### config.mk
export PLATFORM = sky130hd
export DESIGN_NAME = multicycle_controller
export DESIGN_NICKNAME = d
export VERILOG_FILES = /design/src/rtl/multicycle_controller.sv
export SDC_FILE = /design/constraint.sdc
export NUM_CORES = 1
export LEC_CHECK = 0
export CORE_AREA = 2 2 71 89
export DETAILED_ROUTE_END_ITERATION = 10
export DIE_AREA = 0 0 73 91
export GPL_TIMING_DRIVEN = 0
export PLACE_DENSITY_LB_ADDON = 0.1
export SYNTH_ARGS = -nofsm -noshare
export SYNTH_HDL_FRONTEND = slang
export SYNTH_SLANG_ARGS = --single-unit
### constraint.sdc
create_clock -name clk -period 3.35 [get_ports clk]
set_input_delay 0.67 -clock clk [delete_from_list [all_inputs] [get_ports clk]]
set_output_delay 0.67 -clock clk [all_outputs]
set_load 0.01 [all_outputs]
### src/rtl/multicycle_controller.sv
// multicycle_controller: multicycle RV32 control FSM with a retired-instruction counter.
// Define MC_ILLEGAL_TRAP_EN to trap on unknown opcodes instead of retiring them as NOPs.
module multicycle_controller #(
    parameter int CNT_W           = 32,
    parameter bit FETCH_ONLY_WAIT = 1'b0
) (
    input  logic             clk,
    input  logic             reset,
    input  logic [6:0]       op,
    input  logic             mem_ready,
    output logic             mem_req,
    output logic             mem_write,
    output logic             adr_src,
    output logic             ir_write,
    output logic             pc_write,
    output logic             reg_write,
    output logic             branch,
    output logic [1:0]       result_src,
    output logic [1:0]       alu_src_a,
    output logic [1:0]       alu_src_b,
    output logic [1:0]       alu_op,
    output logic [2:0]       imm_src,
    output logic             retire,
    output logic [CNT_W-1:0] instret,
    output logic             trap
);
    typedef enum logic [3:0] {
        FETCH, DECODE, MEMADR, MEMREAD, MEMWB, MEMWRITE, EXECR, EXECI,
        ALUWB, BEQ, JAL, JALR, LUI, AUIPC
`ifdef MC_ILLEGAL_TRAP_EN
        , TRAP
`endif
    } state_t;

    localparam logic [6:0] OP_LW    = 7'b0000011;
    localparam logic [6:0] OP_SW    = 7'b0100011;
    localparam logic [6:0] OP_ALUR  = 7'b0110011;
    localparam logic [6:0] OP_ALUI  = 7'b0010011;
    localparam logic [6:0] OP_BEQ   = 7'b1100011;
    localparam logic [6:0] OP_JAL   = 7'b1101111;
    localparam logic [6:0] OP_JALR  = 7'b1100111;
    localparam logic [6:0] OP_LUI   = 7'b0110111;
    localparam logic [6:0] OP_AUIPC = 7'b0010111;

    state_t            state_q, state_d;
    logic              jalr_q, jalr_d;
    logic [CNT_W-1:0]  instret_q, instret_d;
    logic              dmem_rdy;

    assign dmem_rdy = FETCH_ONLY_WAIT ? 1'b1 : mem_ready;
    assign instret  = instret_q;

    always_comb begin
        state_d = state_q;
        jalr_d  = 1'b0;
        case (state_q)
            FETCH:    state_d = mem_ready ? DECODE : FETCH;
            DECODE: begin
                case (op)
                    OP_LW, OP_SW: state_d = MEMADR;
                    OP_ALUR:      state_d = EXECR;
                    OP_ALUI:      state_d = EXECI;
                    OP_BEQ:       state_d = BEQ;
                    OP_JAL:       state_d = JAL;
                    OP_JALR:      state_d = JALR;
                    OP_LUI:       state_d = LUI;
                    OP_AUIPC:     state_d = AUIPC;
`ifdef MC_ILLEGAL_TRAP_EN
                    default:      state_d = TRAP;
`else
                    default:      state_d = FETCH;
`endif
                endcase
            end
            MEMADR:   state_d = (op == OP_SW) ? MEMWRITE : MEMREAD;
            MEMREAD:  state_d = dmem_rdy ? MEMWB : MEMREAD;
            MEMWRITE: state_d = dmem_rdy ? FETCH : MEMWRITE;
            MEMWB, ALUWB, BEQ: state_d = FETCH;
            EXECR, EXECI, LUI, AUIPC, JAL: state_d = ALUWB;
            JALR: begin
                jalr_d  = !jalr_q;
                state_d = jalr_q ? ALUWB : JALR;
            end
            default:  state_d = state_q;
        endcase
        retire    = !reset && (state_q != FETCH) && (state_d == FETCH);
        instret_d = instret_q + CNT_W'(retire);
    end

    always_ff @(posedge clk) begin
        if (reset) begin
            state_q   <= FETCH;
            jalr_q    <= 1'b0;
            instret_q <= '0;
        end else begin
            state_q   <= state_d;
            jalr_q    <= jalr_d;
            instret_q <= instret_d;
        end
    end

    // Moore decode; only the FETCH strobes look at mem_ready directly
    always_comb begin
        mem_req    = 1'b0;
        mem_write  = 1'b0;
        adr_src    = 1'b0;
        ir_write   = 1'b0;
        pc_write   = 1'b0;
        reg_write  = 1'b0;
        branch     = 1'b0;
        result_src = 2'b00;
        alu_src_a  = 2'b00;
        alu_src_b  = 2'b00;
        alu_op     = 2'b00;
        case (state_q)
            FETCH: begin
                mem_req    = 1'b1;
                ir_write   = mem_ready;
                pc_write   = mem_ready;
                alu_src_b  = 2'b10;
                result_src = 2'b10;
            end
            DECODE, AUIPC: begin
                alu_src_a = 2'b01;
                alu_src_b = 2'b01;
            end
            MEMADR: begin
                alu_src_a = 2'b10;
                alu_src_b = 2'b01;
            end
            MEMREAD: begin
                mem_req = 1'b1;
                adr_src = 1'b1;
            end
            MEMWB: begin
                result_src = 2'b01;
                reg_write  = 1'b1;
            end
            MEMWRITE: begin
                mem_req   = 1'b1;
                mem_write = 1'b1;
                adr_src   = 1'b1;
            end
            EXECR: begin
                alu_src_a = 2'b10;
                alu_op    = 2'b10;
            end
            EXECI: begin
                alu_src_a = 2'b10;
                alu_src_b = 2'b01;
                alu_op    = 2'b10;
            end
            LUI: begin
                alu_src_a = 2'b11;
                alu_src_b = 2'b01;
            end
            ALUWB:    reg_write = 1'b1;
            BEQ: begin
                alu_src_a = 2'b10;
                alu_op    = 2'b01;
                branch    = 1'b1;
            end
            JAL: begin
                alu_src_a = 2'b01;
                alu_src_b = 2'b10;
                pc_write  = 1'b1;
            end
            // first cycle parks rs1+imm in ALUOut, second behaves as JAL
            JALR: begin
                alu_src_a = jalr_q ? 2'b01 : 2'b10;
                alu_src_b = jalr_q ? 2'b10 : 2'b01;
                pc_write  = jalr_q;
            end
            default: ;
        endcase
        if (reset) begin
            mem_req   = 1'b0;
            mem_write = 1'b0;
            ir_write  = 1'b0;
            pc_write  = 1'b0;
            reg_write = 1'b0;
            branch    = 1'b0;
        end
    end

    always_comb
        imm_src = (op == OP_LW || op == OP_ALUI || op == OP_JALR) ? 3'b000 :
                  (op == OP_SW)                                   ? 3'b001 :
                  (op == OP_BEQ)                                  ? 3'b010 :
                  (op == OP_JAL)                                  ? 3'b011 :
                  (op == OP_LUI || op == OP_AUIPC)                ? 3'b100 : 3'b000;

`ifdef MC_ILLEGAL_TRAP_EN
    assign trap = (state_q == TRAP);
`else
    assign trap = 1'b0;
`endif
endmodule

==> impl_results.md <==
- Final setup fails: 0
- Non-Filler Instances: 419
- Routed wire length: 5990 um
- Reg2Reg Depth: 12
- Worst path required time: 2680 ps
- Instance count on the critical path: 7
- I/O pins: 62
- Global placement routability congestion: 0.851
- Fmax: 310 MHz
- Clock root buffer: clkbuf_8
- Setup CP Type: in -> out
- Max-cap viol count: 0
- Vias in the first global route: 2084
- Reg2reg start: state_q[0]
- Die Area: 6640 sq um
- Num rows: 31
- Worst Hold Depth: 2
- Cell Area, Synth: 2260 sq um
- Clock Path Buffers: 2
- Total power: 0.837 mW
- Dpl cell area: 2960 sq um
- DP HPWL: 4250 um
- DRC Markers: 0
- Crit path capture: retire
- Worst Hold Class: reg -> reg
- Net Sw Power: 0.214 mW
- Min Hold Slack: 503 ps
- DR WL/cell: 14.3 um
- CP bufs+invs: 3
- Async set-or-reset flop fraction in the synthesized netlist: 0
- Layout net count: 364
- CP arrival: 2560 ps
- Switching share of total power: 0.256
- Avg Cell Area, Syn: 7.97 sq um
- P_int: 0.623 mW
- Number of diodes: 0
- Slew @ Worst Pin: 544 ps
- Die Wd: 73 um
- Sequential-to-total area share from yosys stat: 0.328
- Initial core utilization: 0.390
- Clock skew: 9.80 ps
- Largest net degree at the start of global routing: 13
- Initial antenna violation count: 0
- Post-route cell area: 3140 sq um
- Cts bufs inserted: 5
- Sequential share of power: 0.529
- Later-pin clock latency in the skew report: 290 ps
- H-tree levels: 2
- Worst ir drop on vdd: 0.000165 V
- Drt first pass iters: 4
- CP Launch Type: input port
- Clock-pin slew on the worst setup and hold paths: 80 ps
- Antenna Violating Nets Remaining: 0
- Fin crit period: 3230 ps
- Syn. warnings: 0
- Netlist cell types: 49
- Hold bufs inserted after CTS: 0
- Synthesized net count: 295
- Synth Instances: 283
- Final Cycle Share: 0.964
- PD cells: 267 nW/um^2
- DR iter-0 viols: 81
- CP Max Fanout: 4
- CTS Sinks: 37
- Part of the power in the clock network: 0.372
- Core area: 5780 sq um
- Crit. End Element: primary output
- RSZ-0062 raised after global routing: no
- Slowest cell on the critical path: clkdlybuf4s50_1
- Crit path from: op[1]
- First-pass GRT wire length: 10000 um
- Final Hold Viols: 0
- Status: complete, no violations
- Yosys top cell by area: dfxtp_1
- TritonCTS clock tree: yes
- Port Buffers: 58
- Worst slew margin: 0.632
- Reg-to-reg slack, setup: 220 ps
- Via Count: 2311
- Slowest stage delay, CP: 530 ps
- Area delta synth->final: 39.0%
- Placed insts: 407
- Static Leak: 1.11 nW
- Cells along the critical path: dlygate4sd2_1 -> and4b_1 -> a32oi_1 -> o311ai_2 -> nor4_4 -> buf_4 -> clkdlybuf4s50_1
- Yosys reg bits: 37
- EDFF count, synth: 0
- Pins over their slew limit: 0
- Overflow after GRT: 0
- Layout cell share with drive strength beyond 1: 0.150
- GRT Total Usage: 0.184
- Drt via density: 5.52
- Die H: 91 um
- Logic pwr share: 0.099
- Worst reg2reg path endpoint: instret[28]
- Ys flop type: dfxtp_1
- Synth top area share: 0.328
- Crit path max-delay family: buffers and inverters
- Top cells by area, synth: dfxtp_1 33%, a21oi_1 5.1%, nor2_1 4.0%
==> cell families (layout without fill, tap and decap cells) <==
kind of cell | after synthesis | in the layout | synth area share
muxes | 5 | 5 | 0.0250
DFF | 37 | 37 | 0.328
AOI/OAI and AO/OA | 54 | 54 | 0.147
buffers and inverters | 27 | 97 | 0.0555
other | 1 | 1 | 0.00166
adders and majority gates | 2 | 2 | 0.0111
and+or+nand+nor | 143 | 143 | 0.377
xor gates and xnor gates | 14 | 14 | 0.0544
==> cell usage in the layout (no fill, tap or decap), types with 7 or more instances in the layout <==
cell type and count:
o21ai_0 9, nand2_1 13, nor3_1 11, a21oi_1 22, xor2_1 10, clkdlybuf4s50_1 51
o31ai_1 9, dfxtp_1 37, nand3_1 15, nand4_1 7, nor2_1 24, clkbuf_2 7
or4_1 9, buf_4 8, nor2b_1 12
==> power groups by stage <==
| stage | logic, mW | registers (mW) | clock network (mW) |
|---|---|---|---|
| floorplan | 0.0442 | 0.453 | 0 |
| global placement | 0.0827 | 0.453 | 0 |
| detailed placement | 0.0823 | 0.453 | 0 |
| CTS | 0.0817 | 0.443 | 0.322 |
| global route | 0.0913 | 0.443 | 0.336 |
| finish | 0.0829 | 0.443 | 0.311 |
==> through the flow <==
step / util / setup WS [ps] / TNS [ps]
floorplan: - / 39.3 / 0
detailed placement: 0.512 / -713 / -8660
global route: 0.543 / 3.34 / 0
CTS: 0.535 / 37.7 / 0
finish: 0.543 / 119 / 0
global placement: 0.512 / -739 / -8940
==> worst register-to-register path, cell delays in order (launching register included) <==
cell and delay [ps]:
dfxtp_1 310, clkbuf_1 340, nor4b_1 170, a32oi_1 280, o311ai_2 180, nor4_4 280
ha_2 270, ha_4 150, and2_4 150, nand2_2 90, buf_8 150, nor4_4 270
mux2_2 380
==> what timing repair did <==
action                                 in CTS  in global routing
setup buffers                               2                  3
pin swaps                                   7                  7
endpoints found under the hold margin       0                  0
gates resized for setup                    16                 22
setup endpoints to repair                  18                  8
==> synthesized netlist by cell type, types with 2 or more instances <==
cell	number
dfxtp_1	37
nor2_1	24
a21oi_1	23
nand3_1	15
clkbuf_1	14
nand2_1	14
nor2b_1	12
nor3_1	11
o21ai_0	10
xor2_1	10
o31ai_1	9
or4_1	9
nand4_1	7
and3_1	6
inv_1	6
nand2b_1	6
and4_1	5
mux2_2	5
nor4_1	5
or3_1	5
nand3b_1	4
xnor2_1	4
and2_1	3
and4b_1	3
a21o_1	2
and2_2	2
buf_1	2
buf_4	2
buf_6	2
ha_1	2
nor3b_1	2
nor4b_1	2
nor4bb_1	2
o311ai_0	2
or3b_2	2
==> metal layers <==
metal | GRT usage | vias up | routed length (um)
met4 | 0.0617 | 0 | 94
met5 | 0 | - | 0
met1 | 0.248 | 1069 | 2740
met2 | 0.294 | 69 | 2900
li1 | - | 1165 | -
met3 | 0.0300 | 8 | 261
==> worst min path at each step <==
stage	startpoint	end	slack (ps)
2_1_floorplan	instret[24]	instret[24]	500
3_3_place_gp	instret[24]	instret[24]	480
3_5_place_dp	instret[24]	instret[24]	490
4_1_cts	instret[24]	instret[24]	500
5_1_grt	instret[24]	instret[24]	530
6_report	instret[24]	instret[24]	500
==> area by class of cell <==
class / count / area, sq um
sequential: 37 / 741
buffer: 20 / 121
fill: 542 / 2640
clock buffer: 5 / 68.8
inverter: 6 / 22.5
multi-input combinational: 219 / 1480
clock inverter: 3 / 17.5
tap: 66 / 82.6
timing repair buffer: 63 / 602
==> sequential cells by signal, indices dropped and copies added (netlist names) <==
| name | flops |
|---|---|
| instret | 32 |
| state_q | 4 |
| jalr_q | 1 |
Power figures use the tool's default switching activity.
==> edit 1, RTL diff (same settings) <==
`instret_q` no longer has a reset.
--- a/src/rtl/multicycle_controller.sv
+++ b/src/rtl/multicycle_controller.sv
@@ -91,12 +91,14 @@
         if (reset) begin
             state_q   <= FETCH;
             jalr_q    <= 1'b0;
-            instret_q <= '0;
         end else begin
             state_q   <= state_d;
             jalr_q    <= jalr_d;
-            instret_q <= instret_d;
         end
+    end
+
+    always_ff @(posedge clk) begin
+        instret_q <= instret_d;
     end
 
     // Moore decode; only the FETCH strobes look at mem_ready directly
Check against the original RTL: differs if reset is asserted again (counterexample within 4 cycles, from zero or initial values and one cycle with reset high); with reset held inactive, the same outputs for 10 cycles.
==> edit 1 against the unedited design <==
Critical endpoint is now instret[14]. Power grew 28%. Wire length shrank 18%. Global-route usage shrank 3.4 points. Sequential cell count is the same. Highest routed layer unchanged. Setup slack gained 0.061 ns. Synthesized area shrank 9.7%. Final area shrank 5.7%. Combinational power grew 94%. Register-to-register slack gained 0.21 ns.
==> edit 1: results (changes against the unedited design) <==
[run_status]
status = finished, final reports clean  ; unchanged

[synthesis]
ys_seq_area_share_pct = 36.4  ; was 32.8%
syn_inst = 227  ; was 283
yosys.area_share.adder_pct = 1.23  ; was 1.11%
synth_cell_types = 52  ; was 49
synth.top_cells.by_area = dfxtp_1 (36%), xnor2_1 (11%), nand3_1 (3.7%), nor4_4 (3.1%), nand4_1 (3.1%)  ; was dfxtp_1 (33%), a21oi_1 (5.1%), nor2_1 (4.0%), xor2_1 (3.9%), nand3_1 (3.3%)

[routing]
drt_iter0_drc = 74  ; was 81
wl_met2_um = 2540  ; was 2900 um
avgRoutedWirePerCell_um = 13.3  ; was 14.3 um
wl_met1_um = 2120  ; was 2740 um
wl_met3_um = 165  ; was 261 um
route.vias.total = 1900  ; was 2311

[grt]
grt_max_degree = 12  ; was 13
met1_usage_pct = 16.7  ; was 24.8%
first_global_vias = 1833  ; was 2084
grt_pass1_wl_um = 8120  ; was 10000 um
grtUsageMet2_pct = 27.0  ; was 29.4%

[setup_path]
crit_arrival_ns = 3.35  ; was 2.56 ns
path_max_fanout = 6  ; was 4
path_delay_family = simple AND/OR/NAND/NOR gates  ; was buffers and inverters
endpoint_kind = register  ; was output pin

[place]
dpl_cell_area_mm2 = 0.00271  ; was 0.00296 mm^2
place_congestion = 0.867  ; was 0.851
detailed_place_hpwl_um = 3640  ; was 4250 um

[cells_and_area]
seq_cells = 37  ; unchanged
multi_input_gates = 175  ; was 219
multi_input_area_share_pct = 43.7  ; was 47.2%
buffers = 78  ; was 83
clock_area_share_pct = 3.94  ; was 2.75%
final_nets = 313  ; was 364

[power_and_ir_drop]
vdd_ir_drop_max_uv = 244  ; was 165 uV
leakagePower_nw = 1.14  ; was 1.11 nW
clock_power_share_pct = 36.9  ; was 37.2%

[timing]
clock_skew_ns = 0.00533  ; was 0.00980 ns

edit 1: cell count changes after synthesis, moves of 6 or more:
cell / change
o31ai_1: -8
nor2_1: -12
nor2b_1: -8
xnor2_1: +21
o21ai_0: -6
a21oi_1: -13
or4_1: -9
clkbuf_1: -8
edit 1: logic make-up (layout without fill, tap and decap cells):
logic type / after synthesis / count (layout)
adder cells (fa/ha/maj): 2 / 2
AND/OR/NAND/NOR: 105 / 105
other: 1 / 1
multiplexers: 1 / 1
flip-flops: 37 / 37
AO/OA/AOI/OAI: 34 / 34
buffers and inverters: 15 / 90
XOR/XNOR: 32 / 32
edit 1: repair_timing:
| item | 4_1_cts | 5_1_grt |
|---|---|---|
| setup buffers | 1 | 7 |
| setup endpoints to repair | 21 | 19 |
| pin swaps | 3 | 6 |
| gates resized for setup | 11 | 7 |
| hold endpoints to repair | 0 | 0 |
| hold buffers | 0 | 0 |
==> edit 2, RTL diff (same settings) <==
Made on the original files. `FETCH_ONLY_WAIT`: 1'b0 -> 1'b1.
--- a/src/rtl/multicycle_controller.sv
+++ b/src/rtl/multicycle_controller.sv
@@ -2,7 +2,7 @@
 // Define MC_ILLEGAL_TRAP_EN to trap on unknown opcodes instead of retiring them as NOPs.
 module multicycle_controller #(
     parameter int CNT_W           = 32,
-    parameter bit FETCH_ONLY_WAIT = 1'b0
+    parameter bit FETCH_ONLY_WAIT = 1'b1
 ) (
     input  logic             clk,
     input  logic             reset,
Function: changed (a bounded check fails within 4 cycles, from zero or initial values and one cycle with reset high).
==> edit 2 against the unedited design <==
Fmax up 1.6%. Sequential cell count unchanged. Sequential power about the same. Synthesized area up 0.33%. Critical path depth up 4. Clock power up 11%. Sequential share of layout area up 0.16 points. Setup slack better by 0.051 ns. Highest routed layer unchanged. Critical path type is now in -> reg. Synthesized cell count down 1.8%. Power up 4.3%. Final area down 0.68%. Worst hold slack better by 0.00086 ns. Wire length down 0.90%. Via count down 1.0%.
==> edit 2: results (changes against the unedited design) <==
[grt]
grt_usage_pct = 18.4  ; about the same
grt_pass1_wl_um = 9890  ; was 10000 um
antenna_found_initial = 0  ; unchanged
first_global_vias = 2161  ; was 2084
grt_max_degree = 12  ; was 13

[synthesis]
synth_common_cells = dfxtp_1 (37), a21oi_1 (22), nor2_1 (22)  ; was dfxtp_1 (37), nor2_1 (24), a21oi_1 (23)
yosys.area_share.adder_pct = 1.11  ; about the same
syn_inst = 278  ; was 283
synthMuxAreaShare_pct = 1.49  ; was 2.50%
synth_cell_types = 54  ; was 49
synth-async-reset-ratio_pct = 0  ; unchanged
ys_seq_area_share_pct = 32.7  ; was 32.8%
yosys_warnings = 0  ; unchanged
synth_compound_area_share_pct = 15.4  ; was 14.7%
synth-xor-area-share_pct = 5.42  ; was 5.44%
syn-num-nets = 290  ; was 295
synth.top_cells.by_area = dfxtp_1 (33%), a21oi_1 (4.9%), xor2_1 (4.3%), nor2_1 (3.6%), o31ai_1 (3.6%)  ; was dfxtp_1 (33%), a21oi_1 (5.1%), nor2_1 (4.0%), xor2_1 (3.9%), nand3_1 (3.3%)

[clocking]
insertion_delay_ns = 0.29  ; about the same
cts.path.max_buffers = 2  ; unchanged
numCtsBuffers = 5  ; unchanged
ctsHtreeMaxLevel = 2  ; unchanged
path_clk_slew_ns = 0.07
postCtsHoldBufs = 0  ; unchanged
cts-root-buf = clkbuf_8  ; unchanged

[place]
detailed_place_hpwl_um = 4430  ; was 4250 um
place_congestion = 0.874  ; was 0.851
numPortBuffers = 59  ; was 58
dpl_cell_area_mm2 = 0.00295  ; was 0.00296 mm^2
dpl.cell_count = 403  ; was 407
place_ws_ns = -0.990  ; was -0.713 ns

[timing]
clock_skew_ns = 0.00441  ; was 0.00980 ns

[setup_path]
path_delay_family = simple AND/OR/NAND/NOR gates  ; was buffers and inverters
crit_arrival_ns = 3.41  ; was 2.56 ns
crit_slowest_cell = or4_1  ; was clkdlybuf4s50_1
cpPeakStageDelay_ns = 0.58  ; was 0.53 ns
path_max_fanout = 7  ; was 4

[cells_and_area]
final.fill_count = 577  ; was 542
largest_register_ffs = 32  ; unchanged
drive_above_1_share_pct = 14.4  ; was 15.0%
n_antenna_cell = 0  ; unchanged
final_nets = 359  ; was 364

[min_path]
hold_path_class = reg -> reg  ; unchanged

[routing]
drt_iter0_drc = 42  ; was 81
route.vias.total = 2287  ; was 2311
avgRoutedWirePerCell_um = 14.3  ; about the same
viasPerCell = 5.52  ; about the same
dr.pass1.iters = 4  ; unchanged

[power_and_ir_drop]
leakagePower_nw = 1.08  ; was 1.11 nW
vdd_ir_drop_max_uv = 208  ; was 165 uV

[run_status]
status = finished, final reports clean  ; unchanged

==> edit 2: changes by cell type after synthesis, sizes merged, moves of 3 or more <==
| cell | before | now |
|---|---|---|
| o21a | 0 | 3 |
| and4b | 3 | 0 |
| nor2b | 12 | 8 |
| nand2 | 14 | 20 |
| nand3b | 4 | 1 |
| clkbuf | 14 | 10 |
| nand2b | 6 | 3 |
==> edit 2: cells by family (layout without fill, tap and decap cells) <==
logic type,count (synthesis),count (layout)
other cells,1,1
flops,37,37
buf+inv,24,94
fa+ha+maj,2,2
mux,3,3
compound gates,54,54
simple gates,143,143
xor+xnor,14,14
==> edit 2: tightest hold or removal path, stage by stage, from the launching register on <==
cell and delay (ns):
dfxtp_1 0.33, o31ai_1 0.07, a21oi_1 0.06
==> edit 2: final cells by class <==
| class | count | area, um^2 | share of cell area [%] |
|---|---|---|---|
| Multi-Input combinational cell | 217 | 1460 | 46.8 |
| Sequential cell | 37 | 741 | 23.8 |
| Timing Repair Buffer | 64 | 603 | 19.4 |
| Buffer | 18 | 115 | 3.69 |
| Clock buffer | 7 | 96.3 | 3.09 |
| Tap cell | 66 | 82.6 | 2.65 |
| Inverter | 4 | 15.0 | 0.482 |
| Clock inverter | 1 | 5.00 | 0.161 |
==> edit 2: per-stage QoR <==
step                util (%)  setup TNS (ns)  hold WS [ns]  total power [mW]
floorplan                  -               0         0.467             0.497
global placement        51.1          -13.62         0.478             0.535
detailed placement      51.1          -15.49         0.490             0.536
CTS                     54.0               0         0.503             0.879
global route            53.9        -0.00199         0.520             0.907
finish                  53.9               0         0.504             0.872
==> edit 2: per-layer routing <==
layer	GRT usage (%)	vias to the layer above	share of wire, %
met4	8.02	0	2.0
met3	3.00	9	4.2
met2	31.5	67	51
met5	0	-	0
met1	22.2	1051	43
li1	-	1160	-
==> edit 2: power by group <==
part / switching, mW / total, mW / internal [mW]
clock: 0.160 / 0.346 / 0.186
combinational: 0.0436 / 0.0835 / 0.0399
sequential: 0.00133 / 0.443 / 0.441
==> edit 2: timing repair <==
item                                    4_1_cts  5_1_grt
pin swaps                                     5        4
cloned                                        0        0
endpoints found under the setup margin       19       12
setup buffers                                 5        0
gates resized for setup                      16       13
==> edit 2: worst paths after layout <==
kind	startpoint	end	depth (start not counted)	slack, ns
worst min register to register	instret[26]	instret[26]	2	0.50
worst min-delay path	instret[26]	instret[26]	2	0.50
worst max register to register	state_q[3]	instret[26]	12	0.21
worst max-delay path	op[5]	instret[26]	11	0.17
